===== src/rtl/rgb_matrix_pkg.sv =====
// Shared types and helpers for the HUB75 scan driver: FSM states, pixel-pair
// word layout and width helpers.
package rgb_matrix_pkg;

  typedef enum logic [2:0] {
    IDLE,
    SHIFT,
    BLANK,
    LATCH,
    DISPLAY
  } scan_state_t;

  // Field order inside a pixel-pair word {R1,G1,B1,R2,G2,B2}; B2 sits at the LSBs.
  typedef enum int {
    FLD_B2 = 0,
    FLD_G2 = 1,
    FLD_R2 = 2,
    FLD_B1 = 3,
    FLD_G1 = 4,
    FLD_R1 = 5
  } pix_field_t;

  localparam int NUM_FIELDS = 6;

  // Default panel geometry: 32 columns, 8 scanned row pairs.
  localparam int COL_W = 5;
  localparam int ROW_W = 3;

  function automatic int width_of(input int n);
    return (n <= 1) ? 1 : $clog2(n);
  endfunction

  function automatic int field_lsb(input pix_field_t f, input int color_bits);
    return int'(f) * color_bits;
  endfunction

endpackage


===== src/rtl/rgb_matrix_col_shifter.sv =====
// Column shifter: steps through one row of pixel pairs, generating the panel
// shift clock and registering the colour bits of the active plane.
module rgb_matrix_col_shifter
  import rgb_matrix_pkg::*;
#(
  parameter int COLS       = 32,
  parameter int COLOR_BITS = 4,
  parameter int CLK_DIV    = 2,
  localparam int CW  = width_of(COLS),
  localparam int PW  = width_of(COLOR_BITS),
  localparam int FBW = NUM_FIELDS * COLOR_BITS
) (
  input  logic                  clk,
  input  logic                  reset,
  input  logic                  shift_en,
  input  logic [PW-1:0]         plane,
  input  logic [FBW-1:0]        fb_rd_data,
  output logic [CW-1:0]         col,
  output logic                  clk_out,
  output logic                  shift_done,
  output logic [NUM_FIELDS-1:0] color
);

  localparam int STEP = 2 * CLK_DIV;
  localparam int KW   = width_of(STEP);

  logic [KW-1:0]         k_reg;
  logic [CW-1:0]         col_reg;
  logic [NUM_FIELDS-1:0] color_reg;
  logic [NUM_FIELDS-1:0] plane_bits;
  logic                  step_end;
  logic                  load_color;

  assign step_end   = shift_en && (k_reg == KW'(STEP - 1));
  // Read data for the address issued at k=0 is valid during k=1.
  assign load_color = shift_en && (k_reg == KW'(1));
  assign shift_done = step_end && (col_reg == CW'(COLS - 1));
  assign clk_out    = shift_en && (k_reg >= KW'(CLK_DIV));
  assign col        = col_reg;
  assign color      = color_reg;

  for (genvar gi = 0; gi < NUM_FIELDS; gi++) begin : g_field
    logic [COLOR_BITS-1:0] chan;
    assign chan           = fb_rd_data[field_lsb(pix_field_t'(gi), COLOR_BITS) +: COLOR_BITS];
    assign plane_bits[gi] = chan[plane];
  end

  always_ff @(posedge clk) begin
    if (reset) begin
      k_reg   <= '0;
      col_reg <= '0;
    end else if (!shift_en) begin
      k_reg <= '0;
    end else if (step_end) begin
      k_reg   <= '0;
      col_reg <= shift_done ? '0 : col_reg + CW'(1);
    end else begin
      k_reg <= k_reg + KW'(1);
    end
  end

  // Colours change together with the rising shift clock and hold until the next load.
  always_ff @(posedge clk) begin
    if (reset) begin
      color_reg <= '0;
    end else if (load_color) begin
      color_reg <= plane_bits;
    end
  end

endmodule


===== src/rtl/rgb_matrix_scan_driver.sv =====
// HUB75 scan driver: walks row pairs and BCM planes, shifting each plane out of
// the framebuffer, latching it and displaying it for a binary-weighted time.
module rgb_matrix_scan_driver
  import rgb_matrix_pkg::*;
#(
  parameter int COLS       = 1 << COL_W,
  parameter int ROW_PAIRS  = 1 << ROW_W,
  parameter int COLOR_BITS = 4,
  parameter int CLK_DIV    = 2,
  parameter int BASE_TICKS = 8,
  localparam int CW  = width_of(COLS),
  localparam int RW  = width_of(ROW_PAIRS),
  localparam int FBW = NUM_FIELDS * COLOR_BITS
) (
  input  logic           clk,
  input  logic           reset,
  input  logic           enable,
  output logic [RW+CW-1:0] fb_rd_addr,
  input  logic [FBW-1:0] fb_rd_data,
  output logic           r1,
  output logic           g1,
  output logic           b1,
  output logic           r2,
  output logic           g2,
  output logic           b2,
  output logic           addr_a,
  output logic           addr_b,
  output logic           addr_c,
  output logic           clk_out,
  output logic           lat,
  output logic           oe_n,
  output logic           frame_done
);

  localparam int PW = width_of(COLOR_BITS);
  localparam int DW = width_of(BASE_TICKS) + COLOR_BITS;

  scan_state_t           state_reg;
  scan_state_t           state_next;
  logic [RW-1:0]         row_reg;
  logic [RW-1:0]         addr_reg;
  logic [PW-1:0]         plane_reg;
  logic [DW-1:0]         disp_cnt_reg;
  logic [DW-1:0]         disp_len;
  logic                  frame_done_reg;
  logic                  shift_en;
  logic                  shift_done;
  logic                  disp_done;
  logic                  last_plane;
  logic                  last_row;
  logic                  frame_end;
  logic                  lat_c;
  logic                  oe_n_c;
  logic [CW-1:0]         col;
  logic [NUM_FIELDS-1:0] color;
  logic [2:0]            row_sel;

  rgb_matrix_col_shifter #(
    .COLS       (COLS),
    .COLOR_BITS (COLOR_BITS),
    .CLK_DIV    (CLK_DIV)
  ) u_col_shifter (
    .clk        (clk),
    .reset      (reset),
    .shift_en   (shift_en),
    .plane      (plane_reg),
    .fb_rd_data (fb_rd_data),
    .col        (col),
    .clk_out    (clk_out),
    .shift_done (shift_done),
    .color      (color)
  );

  // Plane p is shown for BASE_TICKS << p cycles.
  assign disp_len   = DW'(BASE_TICKS) << plane_reg;
  assign disp_done  = (state_reg == DISPLAY) && (disp_cnt_reg == disp_len - DW'(1));
  assign last_plane = (plane_reg == PW'(COLOR_BITS - 1));
  assign last_row   = (row_reg == RW'(ROW_PAIRS - 1));
  assign frame_end  = disp_done && last_plane && last_row;

  always_ff @(posedge clk) begin
    if (reset) begin
      state_reg <= IDLE;
    end else begin
      state_reg <= state_next;
    end
  end

  // enable is only consulted in IDLE and at frame end, so frames are never torn.
  always_comb begin
    state_next = state_reg;
    case (state_reg)
      IDLE:    if (enable) state_next = SHIFT;
      SHIFT:   if (shift_done) state_next = BLANK;
      BLANK:   state_next = LATCH;
      LATCH:   state_next = DISPLAY;
      DISPLAY: if (disp_done) state_next = (frame_end && !enable) ? IDLE : SHIFT;
      default: state_next = IDLE;
    endcase
  end

  always_comb begin
    shift_en = 1'b0;
    lat_c    = 1'b0;
    oe_n_c   = 1'b1;
    case (state_reg)
      SHIFT:   shift_en = 1'b1;
      LATCH:   lat_c    = 1'b1;
      DISPLAY: oe_n_c   = 1'b0;
      default: ;
    endcase
  end

  always_ff @(posedge clk) begin
    if (reset) begin
      row_reg        <= '0;
      plane_reg      <= '0;
      disp_cnt_reg   <= '0;
      addr_reg       <= '0;
      frame_done_reg <= 1'b0;
    end else begin
      frame_done_reg <= frame_end;
      // Row select changes on LATCH entry, while the panel is blanked.
      if (state_reg == BLANK) begin
        addr_reg <= row_reg;
      end
      if (state_reg == DISPLAY) begin
        if (disp_done) begin
          disp_cnt_reg <= '0;
          if (last_plane) begin
            plane_reg <= '0;
            row_reg   <= last_row ? '0 : row_reg + RW'(1);
          end else begin
            plane_reg <= plane_reg + PW'(1);
          end
        end else begin
          disp_cnt_reg <= disp_cnt_reg + DW'(1);
        end
      end else begin
        disp_cnt_reg <= '0;
      end
    end
  end

  assign fb_rd_addr = {row_reg, col};
  assign row_sel    = 3'(addr_reg);
  assign addr_a     = row_sel[0];
  assign addr_b     = row_sel[1];
  assign addr_c     = row_sel[2];
  assign lat        = lat_c;
  assign oe_n       = oe_n_c;
  assign frame_done = frame_done_reg;
  assign r1         = color[FLD_R1];
  assign g1         = color[FLD_G1];
  assign b1         = color[FLD_B1];
  assign r2         = color[FLD_R2];
  assign g2         = color[FLD_G2];
  assign b2         = color[FLD_B2];

endmodule

===== config.mk =====
export PLATFORM = sky130hd
export DESIGN_NAME = rgb_matrix_scan_driver
export DESIGN_NICKNAME = d
export VERILOG_FILES = /design/src/rtl/rgb_matrix_pkg.sv /design/src/rtl/rgb_matrix_col_shifter.sv /design/src/rtl/rgb_matrix_scan_driver.sv
export SDC_FILE = /design/constraint.sdc
export NUM_CORES = 1
export LEC_CHECK = 0
export CAP_MARGIN = 20
export CORE_MARGIN = 1.5
export CORE_UTILIZATION = 24
export DETAILED_ROUTE_END_ITERATION = 7
export PLACE_DENSITY = 0.43
export SKIP_CTS_REPAIR_TIMING = 1
export SYNTH_ARGS = -nofsm -noshare
export SYNTH_HDL_FRONTEND = slang
export SYNTH_HIERARCHICAL = 1
export SYNTH_SLANG_ARGS = --single-unit

===== constraint.sdc =====
create_clock -name clk -period 4.3 [get_ports clk]
set_clock_uncertainty 0.1 [all_clocks]
set_input_delay 0.86 -clock clk [delete_from_list [all_inputs] [get_ports clk]]
set_output_delay 0.86 -clock clk [all_outputs]
set_load 0.01 [all_outputs]

After elaboration in Yosys (flattened, before gate mapping)
Cells that the tools add are included.
{"block": "word_totals", "register_bits": 32, "input_bits": 27, "output_inout_bits": 21, "wordCells": 72}
{"block": "op_classes", "addsub": 6, "order_cmp": 2, "eq_ne": 13, "shift": 1, "muxes": 23, "bitwise": 2, "n_reduce_logical": 16}
{"cell": "$pmux W3 S5", "count": 1}
{"cell": "$bmux W1 S2", "count": 6}
{"cell": "$mux W3", "count": 4}
{"cell": "$mux W1", "count": 10}
{"cell": "$logic_and A1 B1 Y1", "count": 8}
{"cell": "$add A7 B1 Y7 const B", "count": 1}
{"cell": "$eq A7 B7 Y1", "count": 1}
{"cell": "$shl A4 B2 Y7 const A", "count": 1}
{"cell": "$sub A7 B1 Y7 const B", "count": 1}
{"cell": "$eq A3 B2 Y1 const B", "count": 2}
{"cell": "$eq A3 B3 Y1 const B", "count": 2}
{"cell": "$reduce_and A3 Y1", "count": 2}
{"cell": "$reduce_or A3 Y1", "count": 2}
{"cell": "$add A5 B1 Y5 const B", "count": 1}
{"cell": "$eq A5 B5 Y1 const B", "count": 1}
{"cell": "$mux W5", "count": 1}
{"cell": "$add A2 B1 Y2 const B", "count": 2}
{"cell": "$eq A2 B2 Y1 const B", "count": 2}
{"cell": "$ne A2 B2 Y1 const B", "count": 2}
{"cell": "$reduce_and A2 Y1", "count": 2}
{"cell": "$add A3 B1 Y3 const B", "count": 1}
{"cell": "$eq A3 B1 Y1 const B", "count": 1}
{"cell": "$logic_not A3 Y1", "count": 1}
{"cell": "$lt A2 B3 Y1 const B", "count": 1}
{"cell": "6 further kinds", "count": 7}

Depth between registers and ports, before layout
Gate-level depths: netlist of the first run.
{"block": "depth", "word_depth": 10, "depth_mapped": 8, "mapped_depth_nobuf": 8}

Hierarchy
The synthesis of the first run kept the hierarchy.
{"mod": "rgb_matrix_scan_driver", "n_inst": 1, "cells_per_inst": 115, "area_each_um2": 1017.2, "seq_area_each_um2": 380.4}
{"mod": "rgb_matrix_col_shifter", "n_inst": 1, "cells_per_inst": 74, "area_each_um2": 708.2, "seq_area_each_um2": 260.2}

Worst setup path after synthesis of the first run
Ideal clock, no wire load.
{"block": "synth_timing", "path_type": "register to output", "start": "reg state_reg[0]", "end": "out clk_out", "arrival_time_ps": 1441, "t_required_ps": 3340, "path_slack_ps": 1899, "stages_incl_launch_ff": 5, "path_buffers": 2, "path_cell_list": "dfxtp_1 > clkbuf_1 > nor3b_1 > clkbuf_1 > o21a_1"}
{"block": "synth_via", "elab_chain_cells": 3}
{"item": "start: declaration", "line_no": "rgb_matrix_scan_driver.sv:38", "text": "scan_state_t state_reg;"}
{"item": "start signal: assignment", "line_no": "rgb_matrix_scan_driver.sv:85", "text": "state_reg <= state_next;"}
{"item": "$eq A3 B1 Y1", "line_no": "rgb_matrix_scan_driver.sv:106", "text": "case (state_reg)"}
{"item": "$mux W1", "line_no": "rgb_matrix_scan_driver.sv:106"}
{"item": "named net shift_en", "line_no": "rgb_matrix_scan_driver.sv:46", "text": "logic shift_en;"}
{"item": "$logic_and A1 B1 Y1", "line_no": "rgb_matrix_col_shifter.sv:38", "text": "assign clk_out = shift_en && (k_reg >= KW'(CLK_DIV));"}
{"item": "end: declaration", "line_no": "rgb_matrix_scan_driver.sv:29", "text": "output logic clk_out,"}
The timed path passes the listed nets, and every way through them passes these cells.

Worst setup path in the final report of the first run
{"block": "layout_timing", "start": "reg state_reg[2]", "end": "out oe_n"}
{"block": "layout_via", "elab_chain_cells": 2}
{"item": "$eq A3 B3 Y1", "line_no": "rgb_matrix_scan_driver.sv:106"}
{"item": "$mux W1", "line_no": "rgb_matrix_scan_driver.sv:106"}
{"item": "end: declaration", "line_no": "rgb_matrix_scan_driver.sv:31", "text": "output logic oe_n,"}
No other way between the ends.

==> impl_metrics.toml, run 1 <==
[status]
result_of_the_run = "finished clean"

[floorplanning]
core_area_sq_um = 6870
dieWidth_um = 87.8
area_of_the_die_sq_um = 7710
die-height_um = 87.8
placementRows = 30
floorplan.io_pins = 48
initial_core_util = 0.251

[logic_synthesis]
synthesis.area_per_instance_sq_um = 9.13
synth_largest_type_area_fraction = 0.371
synth.lib_cells_used.distinct = 42
synth.cell_area_sq_um = 1730
async_flop_share = 0
syn_nets = 228
synth_largest_area_cell = "sky130_fd_sc_hd__dfxtp_1"
synth-seq-area-share = 0.371
postSynthRegisterBits = 32
most_used_dff_post_synth = "sky130_fd_sc_hd__dfxtp_1"
netlist_instances = 189
yosys-top-cells-area = "sky130_fd_sc_hd__dfxtp_1, sky130_fd_sc_hd__ha_1, sky130_fd_sc_hd__mux4_2"
synth-edff-count = 0
synth_warnings = 6

[critical_path]
cp_slowest_stage_delay_ps = 570
setup.worst_path.start_class = "register"
worst_path_max_delay_cell = "sky130_fd_sc_hd__nor3b_1"
worstPathBufferInverterCount = 2
family_with_the_most_delay_on_the_worst_path = "buffers and inverters"
critical_path.cell_chain = "nor3b_1 > inv_1 > clkdlybuf4s50_1"
crit_type = "register to primary output"
crit_path_max_fanout = 9
worst_setup_path_end_kind = "primary output"
critical_path_required_ps = 3340
arrival_ps = 2050

[layout]
layout.cell_area.non_filler_sq_um = 2380
synthToLayoutAreaGrowth_pct = 37.7
final_net_count = 274
count_of_antenna_diodes_in_the_layout = 0
largest_register_ff_count = 7
layoutNonFillerInstCount = 331
layout-drive-gt1-share = 0.0936

[sta]
max_slew_margin = 0.344
final-hold-violation-count = 0
report.final.slew_viol_count = 0
achievable-frequency_mhz = 333
fin_setup_tns_ps = 0
tightestPinTransition_ps = 980
period_needed_ps = 3010
rsz0062_at_grt = "false"
setup-violations-final = 0
min_period_over_period = 0.699
tightest_hold_margin_ps = 353

[cts]
clk-insertion-delay-late_ps = 290
htreeDepth = 2
clkSinkCount = 32
tritoncts.num_buffers = 5
tritoncts = "built"
ctsLongestPathBuffers = 2
cts.root.buffer_cell = "sky130_fd_sc_hd__clkbuf_8"
clk_transition_reported_paths_ps = 70

[placement]
post-dp-hpwl_mm = 2.99
placedCellCount = 324
placed_area_sq_um = 2280
place.port_buffers = 47
place_congestion = 0.749

[pwr]
static-leakage-power_uw = 0.000821
power-per-cell-area_nw_per_um2 = 254
vdd_ir_drop_max_mv = 0.136

[detailed_routing]
post_drt_wl_per_cell_um = 12.4
postRouteAntennaNets = 0
drt_pass_1_iters = 4
initialDrtViolationCount = 43
route.vias.total = 1487
routedLengthMet1_mm = 2.08
maxUsedRoutingLayer = "met4"
route.detailed.vias_per_inst = 4.49
detailroute.wirelength.met2_mm = 1.80
drt_wl_total_mm = 4.10
met3_wirelength_um = 218
drt_drc_violations_left = 0

[global_route]
track_usage = 0.117
first_global_vias = 1390
grt_first_pass_wirelength_mm = 6.81
grt_max_degree = 26
grt_overflow = 0
grt_antenna_before_repair = 0

[run]
max_cap_violations = 0

[min_path]
min_path_type = "register to register"
==> cells by family (layout without fill, tap and decap cells) <==
group           count (synthesis)  in the layout  synth area share
mux                             7              7            0.0848
xor+xnor                        8              8            0.0573
flops                          32             32             0.371
simple gates                   76             76             0.222
fa+ha+maj                      12             12            0.0870
compound gates                 38             38             0.137
buf+inv                        16             62            0.0406
==> metal layers <==
layer / vias to the layer above / track usage
met5: - / 0
met4: 0 / 0.0390
met3: 2 / 0.0490
met2: 29 / 0.166
met1: 684 / 0.159
li1: 772 / -
==> per-stage QoR <==
step                      utilization  total power [uW]  setup WS (ps)
after detailed placement        0.332               357           1590
after CTS                       0.346               617           1260
after global placement          0.332               357           1580
after floorplan                     -               325           1900
after global routing            0.346               639           1110
final                           0.346               603           1290
==> path summary, 6_finish.rpt <==
path	slack (ps)	from	endpoint	depth (start not counted)
max reg2reg	1960	plane_reg[0]	disp_cnt_reg[5]	5
max	1290	state_reg[2]	oe_n	3
min reg2reg	350	disp_cnt_reg[0]	disp_cnt_reg[0]	1
min	350	disp_cnt_reg[0]	disp_cnt_reg[0]	1
==> power by group <==
group | leakage (uW) | switching, uW | internal [uW]
registers | 0.000258 | 2.73 | 299
clock network | 0.0000503 | 111 | 142
logic | 0.000512 | 16.7 | 31.1
==> synth_stat cells, types with 2 or more instances <==
library cell,number
sky130_fd_sc_hd__nand3_1,15
sky130_fd_sc_hd__ha_1,12
sky130_fd_sc_hd__nor3_1,2
sky130_fd_sc_hd__nor2_1,17
sky130_fd_sc_hd__dfxtp_1,32
sky130_fd_sc_hd__xor2_1,3
sky130_fd_sc_hd__nand2_1,20
sky130_fd_sc_hd__nand4_1,6
sky130_fd_sc_hd__inv_1,7
sky130_fd_sc_hd__a31oi_1,2
sky130_fd_sc_hd__o31ai_1,5
sky130_fd_sc_hd__mux4_2,6
sky130_fd_sc_hd__xnor2_1,3
sky130_fd_sc_hd__o21ai_0,5
sky130_fd_sc_hd__a21oi_1,20
sky130_fd_sc_hd__clkbuf_1,6
sky130_fd_sc_hd__and3_1,2
sky130_fd_sc_hd__nor3b_1,2
==> worst reg2reg max path, cell delays in order, from the launching register on <==
cell and delay [ps]:
sky130_fd_sc_hd__dfxtp_1 740, sky130_fd_sc_hd__ha_1 380, sky130_fd_sc_hd__xnor3_1 370, sky130_fd_sc_hd__and2_4 210
sky130_fd_sc_hd__a211o_4 380, sky130_fd_sc_hd__nor2_1 120
==> placed cells by master, fill, tap and decap left out, types with 3 or more instances in the layout <==
cell,synthesis,final
sky130_fd_sc_hd__a21oi_1,20,20
sky130_fd_sc_hd__clkbuf_8,0,7
sky130_fd_sc_hd__clkdlybuf4s50_1,0,47
sky130_fd_sc_hd__dfxtp_1,32,32
sky130_fd_sc_hd__ha_1,12,12
sky130_fd_sc_hd__inv_1,7,7
sky130_fd_sc_hd__mux4_2,6,6
sky130_fd_sc_hd__nand2_1,20,20
sky130_fd_sc_hd__nand3_1,15,15
sky130_fd_sc_hd__nand4_1,6,6
sky130_fd_sc_hd__nor2_1,17,17
sky130_fd_sc_hd__o21ai_0,5,5
sky130_fd_sc_hd__o31ai_1,5,5
sky130_fd_sc_hd__xnor2_1,3,3
sky130_fd_sc_hd__xor2_1,3,3
==> cell type report <==
class,count,area [sq um]
timing repair buffer,48,478
multi-input combinational,141,1010
sequential,32,641
tap,96,120
clock buffer,7,96.3
fill,736,4490
inverter,7,26.3
(Power assumes the default switching activity.)
==> run 2, diff against run 1 <==
==> constraint.sdc (replaced) <==
create_clock -name clk -period 3.1 [get_ports clk]
set_clock_uncertainty 0.1 [all_clocks]
set_input_delay 0.62 -clock clk [delete_from_list [all_inputs] [get_ports clk]]
set_output_delay 0.62 -clock clk [all_outputs]
set_load 0.01 [all_outputs]
==> run 2 against run 1 <==
Via count up 2.8%. Sequential cell count unchanged. Die area unchanged. Register-to-register slack got worse by 1100 ps. Routed wire length down 1.1%. Sequential share of layout area down 0.34 points. Highest routed layer unchanged.
==> impl_metrics.toml, run 2 (synthesis gave the netlist of run 1 again) <==
[cts]
clk-insertion-delay-late_ps = 280
tritoncts = "built"
cts.root.buffer_cell = "sky130_fd_sc_hd__clkbuf_8"
tritoncts.num_buffers = 5
clk_transition_reported_paths_ps = 60
htreeDepth = 2
ctsLongestPathBuffers = 2
clkSinkCount = 32

[floorplanning]
dieWidth_um = 87.8
floorplan.io_pins = 48
die-height_um = 87.8
area_of_the_die_sq_um = 7710
core_area_sq_um = 6870
initial_core_util = 0.251
placementRows = 30

[critical_path]
arrival_ps = 1770
crit_type = "register to primary output"
worst_setup_path_end_kind = "primary output"
setup.worst_path.start_class = "register"
worstReg2RegEnd = "state_reg[0]"
critical_path_required_ps = 2380
reg2reg_depth = 7
timing.rr.start = "u_col_shifter/col[0]"
r2r_slack_ps = 870
crit_path_max_fanout = 11

[global_route]
grt_use_met2 = 0.164
grt_max_degree = 14
busiest_layer = "met2"
track_usage = 0.111
first_global_vias = 1390
grt_antenna_before_repair = 0
global_route.usage.met3 = 0.0302
grt_overflow = 0
grt_first_pass_wirelength_mm = 6.56
grt_util_met1 = 0.150

[layout]
final-seq-area_sq_um = 641
fillerInstances = 721
synthToLayoutAreaGrowth_pct = 39.4
most-common-layout-cells = "sky130_fd_sc_hd__clkdlybuf4s50_1, sky130_fd_sc_hd__dfxtp_1, sky130_fd_sc_hd__nand2_1, sky130_fd_sc_hd__a21oi_1, sky130_fd_sc_hd__nor2_1"
count_of_antenna_diodes_in_the_layout = 0
multi_input_area_sq_um = 1010
leading_cell_type_in_the_layout_fill_and_taps_excluded = "sky130_fd_sc_hd__clkdlybuf4s50_1"
final_net_count = 278
layout-drive-gt1-share = 0.109
largest_register_ff_count = 7
layout.cell_area.non_filler_sq_um = 2410

[detailed_routing]
post_drt_wl_per_cell_um = 12.1
drt_drc_violations_left = 0
initialDrtViolationCount = 51
drt_pass_1_iters = 4
route.vias.total = 1529
route.detailed.vias_per_inst = 4.56
postRouteAntennaNets = 0
drt_wl_total_mm = 4.06

[sta]
max_slew_margin = 0.714
min_period_over_period = 0.803
report.final.slew_viol_count = 0
fin_setup_tns_ps = 0
final-hold-violation-count = 0
tightestPinTransition_ps = 428
setup-violations-final = 0
tightest_hold_margin_ps = 347
period_needed_ps = 2490
achievable-frequency_mhz = 402
rsz0062_at_grt = "false"

[min_path]
worst_hold_startpoint = "disp_cnt_reg[0]"
hold-path-cell-count = 1
hold_path_end = "disp_cnt_reg[0]"
min_path_type = "register to register"

[status]
result_of_the_run = "finished clean"

[placement]
post-dp-hpwl_mm = 3.04
place_congestion = 0.698
placed_area_sq_um = 2310
place.port_buffers = 47

[pwr]
power-per-cell-area_nw_per_um2 = 347
static-leakage-power_uw = 0.000842
vdd_ir_drop_max_mv = 0.102

[run]
max_cap_violations = 0
run 2: changes by cell type in the layout (fill, tap and decap cells not counted):
cell | previous run | this run
sky130_fd_sc_hd__buf_4 | 1 | 5
run 2: metrics by stage:
step                      instances  total power [uW]  utilization  setup slack (ps)
after floorplan                 189               451            -               939
after global placement          328               498        0.336               853
after detailed placement        328               498        0.336               881
after CTS                       335               852        0.350               587
after global routing            335               867        0.350               514
final                           335               834        0.350               610
run 2: metal layers:
metal,part of all wire,up-vias
li1,-,776
met1,0.47,706
met2,0.46,39
met3,0.056,8
met4,0.018,0
met5,0,-
run 2: final cells by class:
cell class	count	area share
clock buffers	7	0.0400
inverters	7	0.0109
multi-input cells	141	0.422
flip-flops and latches	32	0.266
well taps	96	0.0499
repair buffers	52	0.211
run 2: worst max path at each step:
stage	from	end	slack, ps	cells after the start
2_1_floorplan	state_reg[0]	clk_out	940	4
4_1_cts	state_reg[1]	oe_n	590	4
6_report	state_reg[1]	oe_n	610	4
5_1_grt	state_reg[0]	clk_out	510	3
3_3_place_gp	u_col_shifter/col[0]	state_reg[0]	850	7
3_5_place_dp	u_col_shifter/col[0]	state_reg[0]	880	7
run 2: power breakdown:
| group | internal (uW) | total [uW] | switching, uW |
|---|---|---|---|
| Sequential | 415 | 419 | 3.77 |
| Clock | 198 | 347 | 150 |
| Combinational | 44.8 | 68.5 | 23.8 |
run 2: worst max-delay path: stages (launching register included):
cell and delay (ps):
sky130_fd_sc_hd__dfxtp_1 520, sky130_fd_sc_hd__nor3b_1 100, sky130_fd_sc_hd__buf_4 170, sky130_fd_sc_hd__inv_1 140, sky130_fd_sc_hd__clkdlybuf4s50_1 560
==> run 3, diff against run 2 <==
--- a/config.mk
+++ b/config.mk
@@ -9,7 +9,7 @@
 export CORE_MARGIN = 1.5
 export CORE_UTILIZATION = 24
 export DETAILED_ROUTE_END_ITERATION = 7
-export PLACE_DENSITY = 0.43
+export PLACE_DENSITY = 0.44
 export SKIP_CTS_REPAIR_TIMING = 1
 export SYNTH_ARGS = -nofsm -noshare
 export SYNTH_HDL_FRONTEND = slang
==> constraint.sdc (replaced) <==
create_clock -name clk -period 2.02 [get_ports clk]
set_clock_uncertainty 0.1 [all_clocks]
set_input_delay 0.404 -clock clk [delete_from_list [all_inputs] [get_ports clk]]
set_output_delay 0.404 -clock clk [all_outputs]
set_load 0.01 [all_outputs]
==> run 3 against run 2 <==
Clock power up 45%. Core utilization grew 2.3 points. Largest power group unchanged. Non-clock buffer count up 13. Hold slack worse by 2.9 ps. Largest cell class unchanged. Critical endpoint is now state_reg[0]. Final area is 6.5% higher. Power rose by 51%.
==> impl_metrics.toml, run 3 (synthesis gave the netlist of run 1 again) <==
[status]
result_of_the_run = "finished clean"

[detailed_routing]
drt_drc_violations_left = 0
route.detailed.vias_per_inst = 4.47
drt_wl_total_mm = 4.15
drt_pass_1_iters = 4
route.vias.total = 1560
postRouteAntennaNets = 0
initialDrtViolationCount = 53
post_drt_wl_per_cell_um = 11.9

[critical_path]
worst_setup_path_end_kind = "register"
critical_path.cell_chain = "ha_2 > and3_1 > ha_2 > and3_1 > or2_2 > o221a_2 > a221oi_2"
arrival_ps = 2030
reg2reg_depth = 7
cp_slowest_stage_delay_ps = 320
setup.worst_path.start_class = "register"
critical_path_required_ps = 2120
crit_path_max_fanout = 2
worst_path_max_delay_cell = "sky130_fd_sc_hd__dfxtp_2"
crit_type = "register to register"

[sta]
tightestPinTransition_ps = 310
report.final.slew_viol_count = 0
period_needed_ps = 1930
final-hold-violation-count = 0
worst_slack_ps = 87.1
min_period_over_period = 0.957
fin_setup_tns_ps = 0
tightest_hold_margin_ps = 344
rsz0062_at_grt = "false"
setup-violations-final = 0
max_slew_margin = 0.793
achievable-frequency_mhz = 517

[cts]
htreeDepth = 2
tritoncts = "built"
tritoncts.num_buffers = 5
clk-insertion-delay-late_ps = 280
cts.root.buffer_cell = "sky130_fd_sc_hd__clkbuf_8"
clk_transition_reported_paths_ps = 70
clkSinkCount = 32
ctsLongestPathBuffers = 2

[min_path]
hold-path-cell-count = 1
min_path_type = "register to register"

[placement]
post-dp-hpwl_mm = 3.20
place_congestion = 0.770
place.port_buffers = 47
place_ws_ps = -1.18

[pwr]
static-leakage-power_uw = 0.000952
power-per-cell-area_nw_per_um2 = 492
vdd_ir_drop_max_mv = 0.290

[global_route]
grt_overflow = 0
grt_first_pass_wirelength_mm = 7.09
first_global_vias = 1547
track_usage = 0.118
grt_antenna_before_repair = 0
grt_max_degree = 18

[run]
max_cap_violations = 0

[layout]
multi_input_area_sq_um = 1050
count_of_antenna_diodes_in_the_layout = 0
leading_cell_type_in_the_layout_fill_and_taps_excluded = "sky130_fd_sc_hd__clkdlybuf4s50_1"
final-seq-area_sq_um = 648
layout-drive-gt1-share = 0.194
most-common-layout-cells = "sky130_fd_sc_hd__clkdlybuf4s50_1, sky130_fd_sc_hd__dfxtp_1, sky130_fd_sc_hd__nand2_1, sky130_fd_sc_hd__a21oi_1, sky130_fd_sc_hd__nor2_1"
fillerInstances = 689
synthToLayoutAreaGrowth_pct = 48.5
largest_register_ff_count = 7
final_net_count = 291

[floorplanning]
dieWidth_um = 87.8
die-height_um = 87.8
core_area_sq_um = 6870
area_of_the_die_sq_um = 7710
initial_core_util = 0.251
placementRows = 30
floorplan.io_pins = 48
-- run 3: cell types whose count changed in the layout (fill, tap and decap cells not counted), moves of 2 or more --
cell / change
sky130_fd_sc_hd__clkbuf_1: +2
sky130_fd_sc_hd__clkdlybuf4s50_1: -3
sky130_fd_sc_hd__nor3b_1: -2
sky130_fd_sc_hd__ha_1: -2
sky130_fd_sc_hd__nor3b_4: +2
sky130_fd_sc_hd__ha_2: +2
sky130_fd_sc_hd__buf_4: +11
sky130_fd_sc_hd__dlymetal6s2s_1: +3
sky130_fd_sc_hd__dfxtp_1: -6
sky130_fd_sc_hd__dfxtp_2: +6
-- run 3: final cells by class --
| class | count | share of cell area |
|---|---|---|
| Sequential cell | 32 | 0.253 |
| Multi-Input combinational cell | 141 | 0.409 |
| Inverter | 7 | 0.0103 |
| Clock buffer | 8 | 0.0352 |
| Tap cell | 96 | 0.0469 |
| Timing Repair Buffer | 65 | 0.246 |
-- run 3: critical path, delay by kind of cell, from the launching register on --
family | cells | cell delay (ps)
compound gates | 2 | 480
fa+ha+maj | 2 | 340
flops | 1 | 320
simple gates | 3 | 610
-- run 3: through the flow --
step	util	cell area, sq um	cells	power [uW]
after floorplan	-	1730	189	693
after global placement	0.353	2420	341	770
after detailed placement	0.353	2420	341	771
after CTS	0.366	2510	349	1290
after global routing	0.373	2560	349	1340
final	0.373	2560	349	1260
-- run 3: report_power, final --
group          internal [uW]  total, uW  switching (uW)
Combinational           76.9        119            41.7
Clock                    278        502             224
Sequential               637        640            3.71
-- run 3: final timing paths --
kind,startpoint,to,slack (ps)
worst max-delay path,u_col_shifter/col[0],state_reg[0],90
worst max register to register,u_col_shifter/col[0],state_reg[0],90
worst min-delay path,disp_cnt_reg[0],disp_cnt_reg[0],340
worst min register to register,disp_cnt_reg[0],disp_cnt_reg[0],340
-- run 3: layer usage --
metal,vias up,GRT usage,wire (um)
li1,806,-,-
met1,714,0.148,1970
met2,36,0.190,1920
met3,4,0.0386,228
met4,0,0.0433,36
met5,-,0,0
